===== src/rtl/ctrl_pkg.sv =====
// Shared encodings for the ID-stage control decoder.
// ILLEGAL_TRAP_EN adds an illegal-opcode flag to the decoded control word.
package ctrl_pkg;

  // Opcodes (instruction bits [INSTR_W-1 -: 4])
  localparam logic [3:0] OP_ADI = 4'b0000;
  localparam logic [3:0] OP_ADD = 4'b0001;
  localparam logic [3:0] OP_NDU = 4'b0010;
  localparam logic [3:0] OP_LHI = 4'b0011;
  localparam logic [3:0] OP_LW  = 4'b0100;
  localparam logic [3:0] OP_SW  = 4'b0101;
  localparam logic [3:0] OP_LM  = 4'b0110;
  localparam logic [3:0] OP_SM  = 4'b0111;
  localparam logic [3:0] OP_JAL = 4'b1000;
  localparam logic [3:0] OP_JLR = 4'b1001;
  localparam logic [3:0] OP_BEQ = 4'b1100;

  // ALU second operand source
  localparam logic [1:0] SRC2_REG  = 2'b00;
  localparam logic [1:0] SRC2_IMM6 = 2'b01;
  localparam logic [1:0] SRC2_IMM9 = 2'b10;
  localparam logic [1:0] SRC2_OFS  = 2'b11;

  // ALU operation
  localparam logic [1:0] ALU_ADD  = 2'b00;
  localparam logic [1:0] ALU_NAND = 2'b01;
  localparam logic [1:0] ALU_PASS = 2'b10;

  // Write-back data select
  localparam logic [1:0] D3_ALU = 2'b00;
  localparam logic [1:0] D3_MEM = 2'b01;
  localparam logic [1:0] D3_LHI = 2'b10;
  localparam logic [1:0] D3_PC1 = 2'b11;

  // Branch kind
  localparam logic [1:0] BR_NONE = 2'b00;
  localparam logic [1:0] BR_BEQ  = 2'b01;
  localparam logic [1:0] BR_JAL  = 2'b10;
  localparam logic [1:0] BR_JLR  = 2'b11;

  // Which instruction field feeds a register address
  typedef enum logic [1:0] {SEL_RA, SEL_RB, SEL_RC} reg_sel_e;

  // LM/SM sequencer state
  typedef enum logic {S_IDLE, S_MULTI} seq_state_e;

  // Per-opcode control word; a2 is always RB unless the sequencer overrides it
  typedef struct packed {
    reg_sel_e   a1_sel;
    reg_sel_e   a3_sel;
    logic       rr_wr_en;
    logic       mem_wr_en;
    logic [1:0] alu_src2;
    logic [1:0] alu_oper;
    logic [1:0] d3_sel;
    logic [1:0] branch_type;
    logic       multi;
    logic       is_lm;
`ifdef ILLEGAL_TRAP_EN
    logic       illegal;
`endif
  } ctrl_t;

endpackage


===== src/rtl/ctrl_field_decode.sv =====
// Combinational opcode -> control-field table.
// With ILLEGAL_TRAP_EN, undefined opcodes are flagged and stripped of side effects;
// otherwise they fall through to the ADD decode.
module ctrl_field_decode import ctrl_pkg::*; (
  input  logic [3:0] opcode,
  output ctrl_t      ctrl
);

  // Start from the ADD-like default and patch per opcode
  always_comb begin
    ctrl             = '0;
    ctrl.a1_sel      = SEL_RA;
    ctrl.a3_sel      = SEL_RC;
    ctrl.rr_wr_en    = 1'b1;
    ctrl.alu_src2    = SRC2_REG;
    ctrl.alu_oper    = ALU_ADD;
    ctrl.d3_sel      = D3_ALU;
    ctrl.branch_type = BR_NONE;
    case (opcode)
      OP_ADD: ;
      OP_ADI: begin
        ctrl.a3_sel   = SEL_RB;
        ctrl.alu_src2 = SRC2_IMM6;
      end
      OP_NDU: ctrl.alu_oper = ALU_NAND;
      OP_LHI: begin
        ctrl.a3_sel   = SEL_RA;
        ctrl.d3_sel   = D3_LHI;
        ctrl.alu_oper = ALU_PASS;
      end
      OP_LW: begin
        ctrl.a1_sel   = SEL_RB;
        ctrl.a3_sel   = SEL_RA;
        ctrl.alu_src2 = SRC2_IMM6;
        ctrl.d3_sel   = D3_MEM;
      end
      OP_SW: begin
        ctrl.rr_wr_en  = 1'b0;
        ctrl.mem_wr_en = 1'b1;
      end
      OP_BEQ: begin
        ctrl.rr_wr_en    = 1'b0;
        ctrl.branch_type = BR_BEQ;
      end
      OP_JAL: begin
        ctrl.a3_sel      = SEL_RA;
        ctrl.d3_sel      = D3_PC1;
        ctrl.branch_type = BR_JAL;
      end
      OP_JLR: begin
        ctrl.a1_sel      = SEL_RB;
        ctrl.a3_sel      = SEL_RA;
        ctrl.d3_sel      = D3_PC1;
        ctrl.branch_type = BR_JLR;
      end
      OP_LM: begin
        ctrl.multi    = 1'b1;
        ctrl.is_lm    = 1'b1;
        ctrl.alu_src2 = SRC2_OFS;
        ctrl.d3_sel   = D3_MEM;
      end
      OP_SM: begin
        ctrl.multi     = 1'b1;
        ctrl.alu_src2  = SRC2_OFS;
        ctrl.rr_wr_en  = 1'b0;
        ctrl.mem_wr_en = 1'b1;
      end
      default: begin
`ifdef ILLEGAL_TRAP_EN
        ctrl.illegal  = 1'b1;
        ctrl.rr_wr_en = 1'b0;
`endif
      end
    endcase
  end

endmodule


===== src/rtl/multi_op_control_decoder.sv =====
// Registered ID-stage control decoder with an LM/SM micro-op sequencer.
// Optional: ILLEGAL_TRAP_EN adds the illegal_op output for undefined opcodes.
module multi_op_control_decoder import ctrl_pkg::*; #(
  parameter int NUM_REGS   = 8,
  parameter int REG_ADDR_W = 3,   // must equal $clog2(NUM_REGS)
  parameter int INSTR_W    = 16
) (
  input  logic                  clk,
  input  logic                  reset,
  input  logic                  in_valid,
  input  logic [INSTR_W-1:0]    in_instr,
  input  logic                  stall_in,
  input  logic                  flush,
  output logic                  fetch_stall,
  output logic                  out_valid,
  output logic [REG_ADDR_W-1:0] rr_a1,
  output logic [REG_ADDR_W-1:0] rr_a2,
  output logic [REG_ADDR_W-1:0] rr_a3,
  output logic                  rr_wr_en,
  output logic                  mem_wr_en,
  output logic [1:0]            exe_alu_src2,
  output logic [1:0]            exe_alu_oper,
  output logic [1:0]            reg_d3_sel,
  output logic [1:0]            branch_type,
  output logic [REG_ADDR_W-1:0] uop_offset,
  output logic                  last_uop
`ifdef ILLEGAL_TRAP_EN
  ,
  output logic                  illegal_op
`endif
);

  // Everything presented to the RR pipeline register
  typedef struct packed {
    logic                  valid;
    logic [REG_ADDR_W-1:0] a1;
    logic [REG_ADDR_W-1:0] a2;
    logic [REG_ADDR_W-1:0] a3;
    logic                  wr;
    logic                  mem;
    logic [1:0]            src2;
    logic [1:0]            oper;
    logic [1:0]            d3;
    logic [1:0]            br;
    logic [REG_ADDR_W-1:0] ofs;
    logic                  last;
    logic                  fs;
`ifdef ILLEGAL_TRAP_EN
    logic                  ill;
`endif
  } uop_out_t;

  seq_state_e            state_q, state_d;
  logic [NUM_REGS-1:0]   mask_q, mask_d;
  logic [REG_ADDR_W-1:0] cnt_q, cnt_d;
  logic [INSTR_W-1:0]    instr_q, instr_d;
  uop_out_t              out_q, out_d;

  logic [INSTR_W-1:0]    cur_instr;
  logic [NUM_REGS-1:0]   avail_mask, rem_mask;
  logic [REG_ADDR_W-1:0] pick, cur_ofs, f_ra, f_rb, f_rc;
  ctrl_t                 dec;

  function automatic logic [REG_ADDR_W-1:0] reg_of(input reg_sel_e s,
      input logic [REG_ADDR_W-1:0] ra, input logic [REG_ADDR_W-1:0] rb,
      input logic [REG_ADDR_W-1:0] rc);
    case (s)
      SEL_RA:  return ra;
      SEL_RB:  return rb;
      default: return rc;
    endcase
  endfunction

  // During an expansion the latched LM/SM word stands in for the (held) IF/ID word
  always_comb begin
    cur_instr = (state_q == S_MULTI) ? instr_q : in_instr;
    f_ra      = cur_instr[9 +: REG_ADDR_W];
    f_rb      = cur_instr[6 +: REG_ADDR_W];
    f_rc      = cur_instr[3 +: REG_ADDR_W];
    cur_ofs   = (state_q == S_MULTI) ? cnt_q : '0;
  end

  ctrl_field_decode u_dec (
    .opcode (cur_instr[INSTR_W-1 -: 4]),
    .ctrl   (dec)
  );

  // Lowest-set-bit priority encoder over the mask still owed
  always_comb begin
    avail_mask = (state_q == S_MULTI) ? mask_q : cur_instr[NUM_REGS-1:0];
    pick = '0;
    for (int k = NUM_REGS - 1; k >= 0; k--)
      if (avail_mask[k]) pick = REG_ADDR_W'(k);
    rem_mask = avail_mask & ~(NUM_REGS'(1) << pick);
  end

  // Next-state and next-output: flush > stall > sequencer/accept > bubble
  always_comb begin
    state_d = state_q;
    mask_d  = mask_q;
    cnt_d   = cnt_q;
    instr_d = instr_q;
    out_d   = '0;
    if (flush) begin
      state_d = S_IDLE;
      mask_d  = '0;
      cnt_d   = '0;
    end else if (stall_in) begin
      out_d = out_q;
    end else if (state_q == S_MULTI || in_valid) begin
      // An LM/SM with an empty mask is consumed silently
      if (!(dec.multi && avail_mask == '0)) begin
        out_d.valid = 1'b1;
        out_d.a1    = reg_of(dec.a1_sel, f_ra, f_rb, f_rc);
        out_d.a2    = f_rb;
        out_d.a3    = reg_of(dec.a3_sel, f_ra, f_rb, f_rc);
        out_d.wr    = dec.rr_wr_en;
        out_d.mem   = dec.mem_wr_en;
        out_d.src2  = dec.alu_src2;
        out_d.oper  = dec.alu_oper;
        out_d.d3    = dec.d3_sel;
        out_d.br    = dec.branch_type;
        out_d.last  = 1'b1;
`ifdef ILLEGAL_TRAP_EN
        out_d.ill   = dec.illegal;
        if (dec.illegal) begin
          out_d.mem = 1'b0;
          out_d.br  = BR_NONE;
        end
`endif
        if (dec.multi) begin
          out_d.ofs = cur_ofs;
          if (dec.is_lm) out_d.a3 = pick;
          else           out_d.a2 = pick;
          if (rem_mask != '0) begin
            state_d    = S_MULTI;
            mask_d     = rem_mask;
            cnt_d      = cur_ofs + REG_ADDR_W'(1);
            instr_d    = cur_instr;
            out_d.last = 1'b0;
            out_d.fs   = 1'b1;
          end else begin
            state_d = S_IDLE;
            mask_d  = '0;
            cnt_d   = '0;
          end
        end
      end
    end
  end

  // State, sequencer and output registers
  always_ff @(posedge clk or posedge reset) begin
    if (reset) begin
      state_q <= S_IDLE;
      mask_q  <= '0;
      cnt_q   <= '0;
      instr_q <= '0;
      out_q   <= '0;
    end else begin
      state_q <= state_d;
      mask_q  <= mask_d;
      cnt_q   <= cnt_d;
      instr_q <= instr_d;
      out_q   <= out_d;
    end
  end

  assign fetch_stall  = out_q.fs;
  assign out_valid    = out_q.valid;
  assign rr_a1        = out_q.a1;
  assign rr_a2        = out_q.a2;
  assign rr_a3        = out_q.a3;
  assign rr_wr_en     = out_q.wr;
  assign mem_wr_en    = out_q.mem;
  assign exe_alu_src2 = out_q.src2;
  assign exe_alu_oper = out_q.oper;
  assign reg_d3_sel   = out_q.d3;
  assign branch_type  = out_q.br;
  assign uop_offset   = out_q.ofs;
  assign last_uop     = out_q.last;
`ifdef ILLEGAL_TRAP_EN
  assign illegal_op   = out_q.ill;
`endif

endmodule


===== config.mk =====
export PLATFORM = sky130hd
export DESIGN_NAME = multi_op_control_decoder
export DESIGN_NICKNAME = d
export VERILOG_FILES = /design/src/rtl/ctrl_pkg.sv /design/src/rtl/ctrl_field_decode.sv /design/src/rtl/multi_op_control_decoder.sv
export SDC_FILE = /design/constraint.sdc
export NUM_CORES = 1
export LEC_CHECK = 0
export CORE_MARGIN = 2
export CORE_UTILIZATION = 54
export CTS_CLUSTER_SIZE = 28
export DETAILED_ROUTE_END_ITERATION = 12
export PLACE_DENSITY = 0.78
export SLEW_MARGIN = 10
export SYNTH_ARGS = -nofsm -noshare
export SYNTH_HDL_FRONTEND = slang
export SYNTH_SLANG_ARGS = --single-unit

===== constraint.sdc =====
create_clock -name clk -period 3.27 [get_ports clk]
set_input_delay 0.4905 -clock clk [delete_from_list [all_inputs] [get_ports clk]]
set_output_delay 0.4905 -clock clk [all_outputs]
set_load 0.05 [all_outputs]

==> flow_metrics.env <==
export IMPL_status="finished, final reports clean"
export IMPL_seqPwrFrac_pct=46.5
export IMPL_drtIter0Drc=272
export IMPL_ctsLongestPathBuffers=2
export IMPL_crit_type="reg -> reg"
export IMPL_synth_ff_type="dfrtp_1"
export IMPL_coreArea_sq_um=5170
export IMPL_async_reset_ff_share_pct=100
export IMPL_ant_nets=0
export IMPL_ys_ff_latch=50
export IMPL_cts_htree_levels=2
export IMPL_syn_area_sq_um=2930
export IMPL_r2r_worst_path_cells=7
export IMPL_antenna_found_initial=0
export IMPL_path_cells="nor3b_1, o22ai_1, nor2_1, o21ai_2, a211oi_4, buf_4, mux2i_1"
export IMPL_fin_cells=428
export IMPL_tightest_slew_ps=963
export IMPL_layout_common_cells="dfrtp_1, clkdlybuf4s50_1, nand2_1"
export IMPL_grt_pass1_vias=2476
export IMPL_post_dp_cell_area_sq_um=3500
export IMPL_first_pass_iters=5
export IMPL_syn_num_nets=326
export IMPL_p_leak_nw=1.55
export IMPL_slew_headroom_pct=35.5
export IMPL_path_clk_slew_ps=100
export IMPL_wire_per_inst_microns=18.1
export IMPL_min_period_over_period_pct=89.1
export IMPL_overflow=0
export IMPL_slew_viol_final=0
export IMPL_r2r_slack_ps=360
export IMPL_p_sw_mw=0.515
export IMPL_fin_util_pct=69.7
export IMPL_synthTopCellsByArea="dfrtp_1, mux2i_1, nand2_1, o21ai_0, nor2_1"
export IMPL_routabilityCongestion=0.930
export IMPL_clock_skew_ps=12.0
export IMPL_rsz0062_at_grt="false"
export IMPL_clk_latency_ps=310
export IMPL_setup_tns_ps=0
export IMPL_swShare_pct=31.8
export IMPL_hold_violations=0
export IMPL_syn_area_per_cell_sq_um=9.65
export IMPL_io_buffers=45
export IMPL_ir_drop_mv=0.286
export IMPL_netlist_instances=304
export IMPL_pwr_share_clk_pct=27.0
export IMPL_ys_types=62
export IMPL_dp_hpwl_microns=5770
export IMPL_yosysSeqAreaShare_pct=42.6
export IMPL_post_cts_resized=0
export IMPL_place_inst=420
export IMPL_antennaDiodeCount=0
export IMPL_fmax_mhz=343
export IMPL_crit_path_end_kind="flop"
export IMPL_slowest_stage="dfrtp_2"
export IMPL_crit_path_max_incr_delay_ps=630
export IMPL_startpoint="state_q"
export IMPL_io_pins=46
export IMPL_finalPower_mw=1.62
export IMPL_grtUsageTotal_pct=27.3
export IMPL_hold_buffers=0
export IMPL_drv_cap=0
export IMPL_clkSinkCount=50
export IMPL_cts_setup_buffers=0
export IMPL_cts_buffers=5
export IMPL_syn_to_final_growth_pct=22.9
export IMPL_pre_cts_slack_ps=136
export IMPL_cts_tree="yes"
export IMPL_yosys_warnings=0
export IMPL_start_util_pct=56.7
export IMPL_holdWs_ps=473
export IMPL_arrival_ps=3150
export IMPL_crit_fanout=21
export IMPL_power_internal_mw=1.10
export IMPL_die_w_microns=77.7
export IMPL_finalWorstSetupSlack_ps=356
export IMPL_power_density_nw_per_um2=449
export IMPL_reg2reg_to="instr_q[3]"
export IMPL_final_cell_area_sq_um=3610
export IMPL_grt_max_degree=32
export IMPL_setup_viol=0
export IMPL_drc=0
export IMPL_wl_microns=7730
export IMPL_vias=2592
export IMPL_synth_largest_area_cell="dfrtp_1"
export IMPL_worst_setup_path_start_kind="flop"
export IMPL_min_period_ps=2910
export IMPL_viasPerCell=6.06
export IMPL_synth_edf_count=0
export IMPL_drive_above_1_share_pct=12.8
export IMPL_hp_class="reg -> reg"
export IMPL_rows=26
export IMPL_setup_worst_path_end="instr_q[3]"
export IMPL_r2r_start="state_q"
export IMPL_synth_top_area_share_pct=42.6
export IMPL_nets=379
export IMPL_dieArea_sq_um=6040
export IMPL_combPwrFrac_pct=26.5
export IMPL_final_common_cell="dfrtp_1"
export IMPL_cts_root_buffer="clkbuf_8"
export IMPL_grt_first_pass_wirelength_microns=12900
export IMPL_required_ps=3500
export IMPL_die_h_microns=77.7
## worst max-delay path, delay by kind of cell (launching register included)
| family | cells | cell delay, ps |
|---|---|---|
| AOI/OAI and AO/OA | 3 | 970 |
| buffers and inverters | 1 | 240 |
| DFF | 1 | 630 |
| muxes | 1 | 170 |
| and+or+nand+nor | 2 | 810 |
## registers in the layout (all words and copies together), names as in the netlist
register      flops
out_valid         1
rr_a2             3
reg_d3_sel        2
exe_alu_oper      2
exe_alu_src2      2
rr_a3             3
last_uop          1
fetch_stall       1
state_q           1
rr_a1             3
instr_q          13
mem_wr_en         1
rr_wr_en          1
branch_type       2
mask_q            8
uop_offset        3
cnt_q             3
## worst min-delay path by stage
stage	from	slack, ps	cells after the start	endpoint
4_1_cts	reg_d3_sel[1]	480	2	reg_d3_sel[1]
6_report	reg_d3_sel[1]	470	2	reg_d3_sel[1]
3_5_place_dp	reg_d3_sel[1]	460	2	reg_d3_sel[1]
3_3_place_gp	reg_d3_sel[1]	450	2	reg_d3_sel[1]
2_1_floorplan	cnt_q[0]	450	2	cnt_q[0]
5_1_grt	exe_alu_oper[0]	520	1	exe_alu_oper[0]
## synth_stat cells, types with 2 or more instances
cell	instances
a32o_1	4
a211oi_4	2
buf_6	5
a31o_2	2
inv_1	8
dfrtp_1	50
o32ai_1	2
nor2b_1	10
mux2_1	3
nor3b_1	4
buf_2	3
and2_1	7
o21ai_1	5
a31oi_1	7
nor2_1	24
a211oi_1	3
mux2i_1	14
a22o_1	9
o31ai_1	3
o211ai_1	2
o21ai_0	20
o22ai_1	2
a22oi_1	3
or3_1	2
a32oi_1	2
nand4b_1	3
a21oi_1	15
clkbuf_1	3
nand2_1	35
nor3_1	6
nand3_1	4
nand2b_1	6
mux2_2	7
## power groups by stage
stage / Sequential [mW] / Combinational (mW) / Clock (mW)
after floorplan: 0.791 / 0.255 / 0
after global placement: 0.762 / 0.421 / 0
after detailed placement: 0.764 / 0.426 / 0
after CTS: 0.752 / 0.427 / 0.444
after global routing: 0.763 / 0.470 / 0.461
final: 0.753 / 0.430 / 0.437
## metal layers
layer | track usage, % | wire (microns) | up-vias | part of all wire (%)
met2 | 41.0 | 3450 | 93 | 45
met3 | 4.65 | 390 | 12 | 5.0
met4 | 8.75 | 124 | 0 | 1.6
li1 | - | - | 1230 | -
met5 | 0 | 0 | - | 0
met1 | 40.3 | 3770 | 1257 | 49
## cell families (layout without fill, tap and decap cells)
| family | count (synthesis) | count (layout) | share of synthesized area, % |
|---|---|---|---|
| buf+inv | 20 | 74 | 3.97 |
| compound gates | 97 | 97 | 24.1 |
| flops | 50 | 50 | 42.6 |
| mux | 26 | 26 | 9.59 |
| simple gates | 108 | 108 | 18.7 |
| fa+ha+maj | 1 | 1 | 0.426 |
| xor+xnor | 2 | 2 | 0.597 |
## cell type report
cell class                      instances  area, sq um
Fill cell                             399         1570
Clock buffer                            6         72.6
Tap cell                               70         87.6
Timing Repair Buffer                   58          561
Sequential cell                        50         1250
Multi-Input combinational cell        234         1570
Inverter                                8         30.0
Clock inverter                          2         37.5
Power figures use the tool's default switching activity.
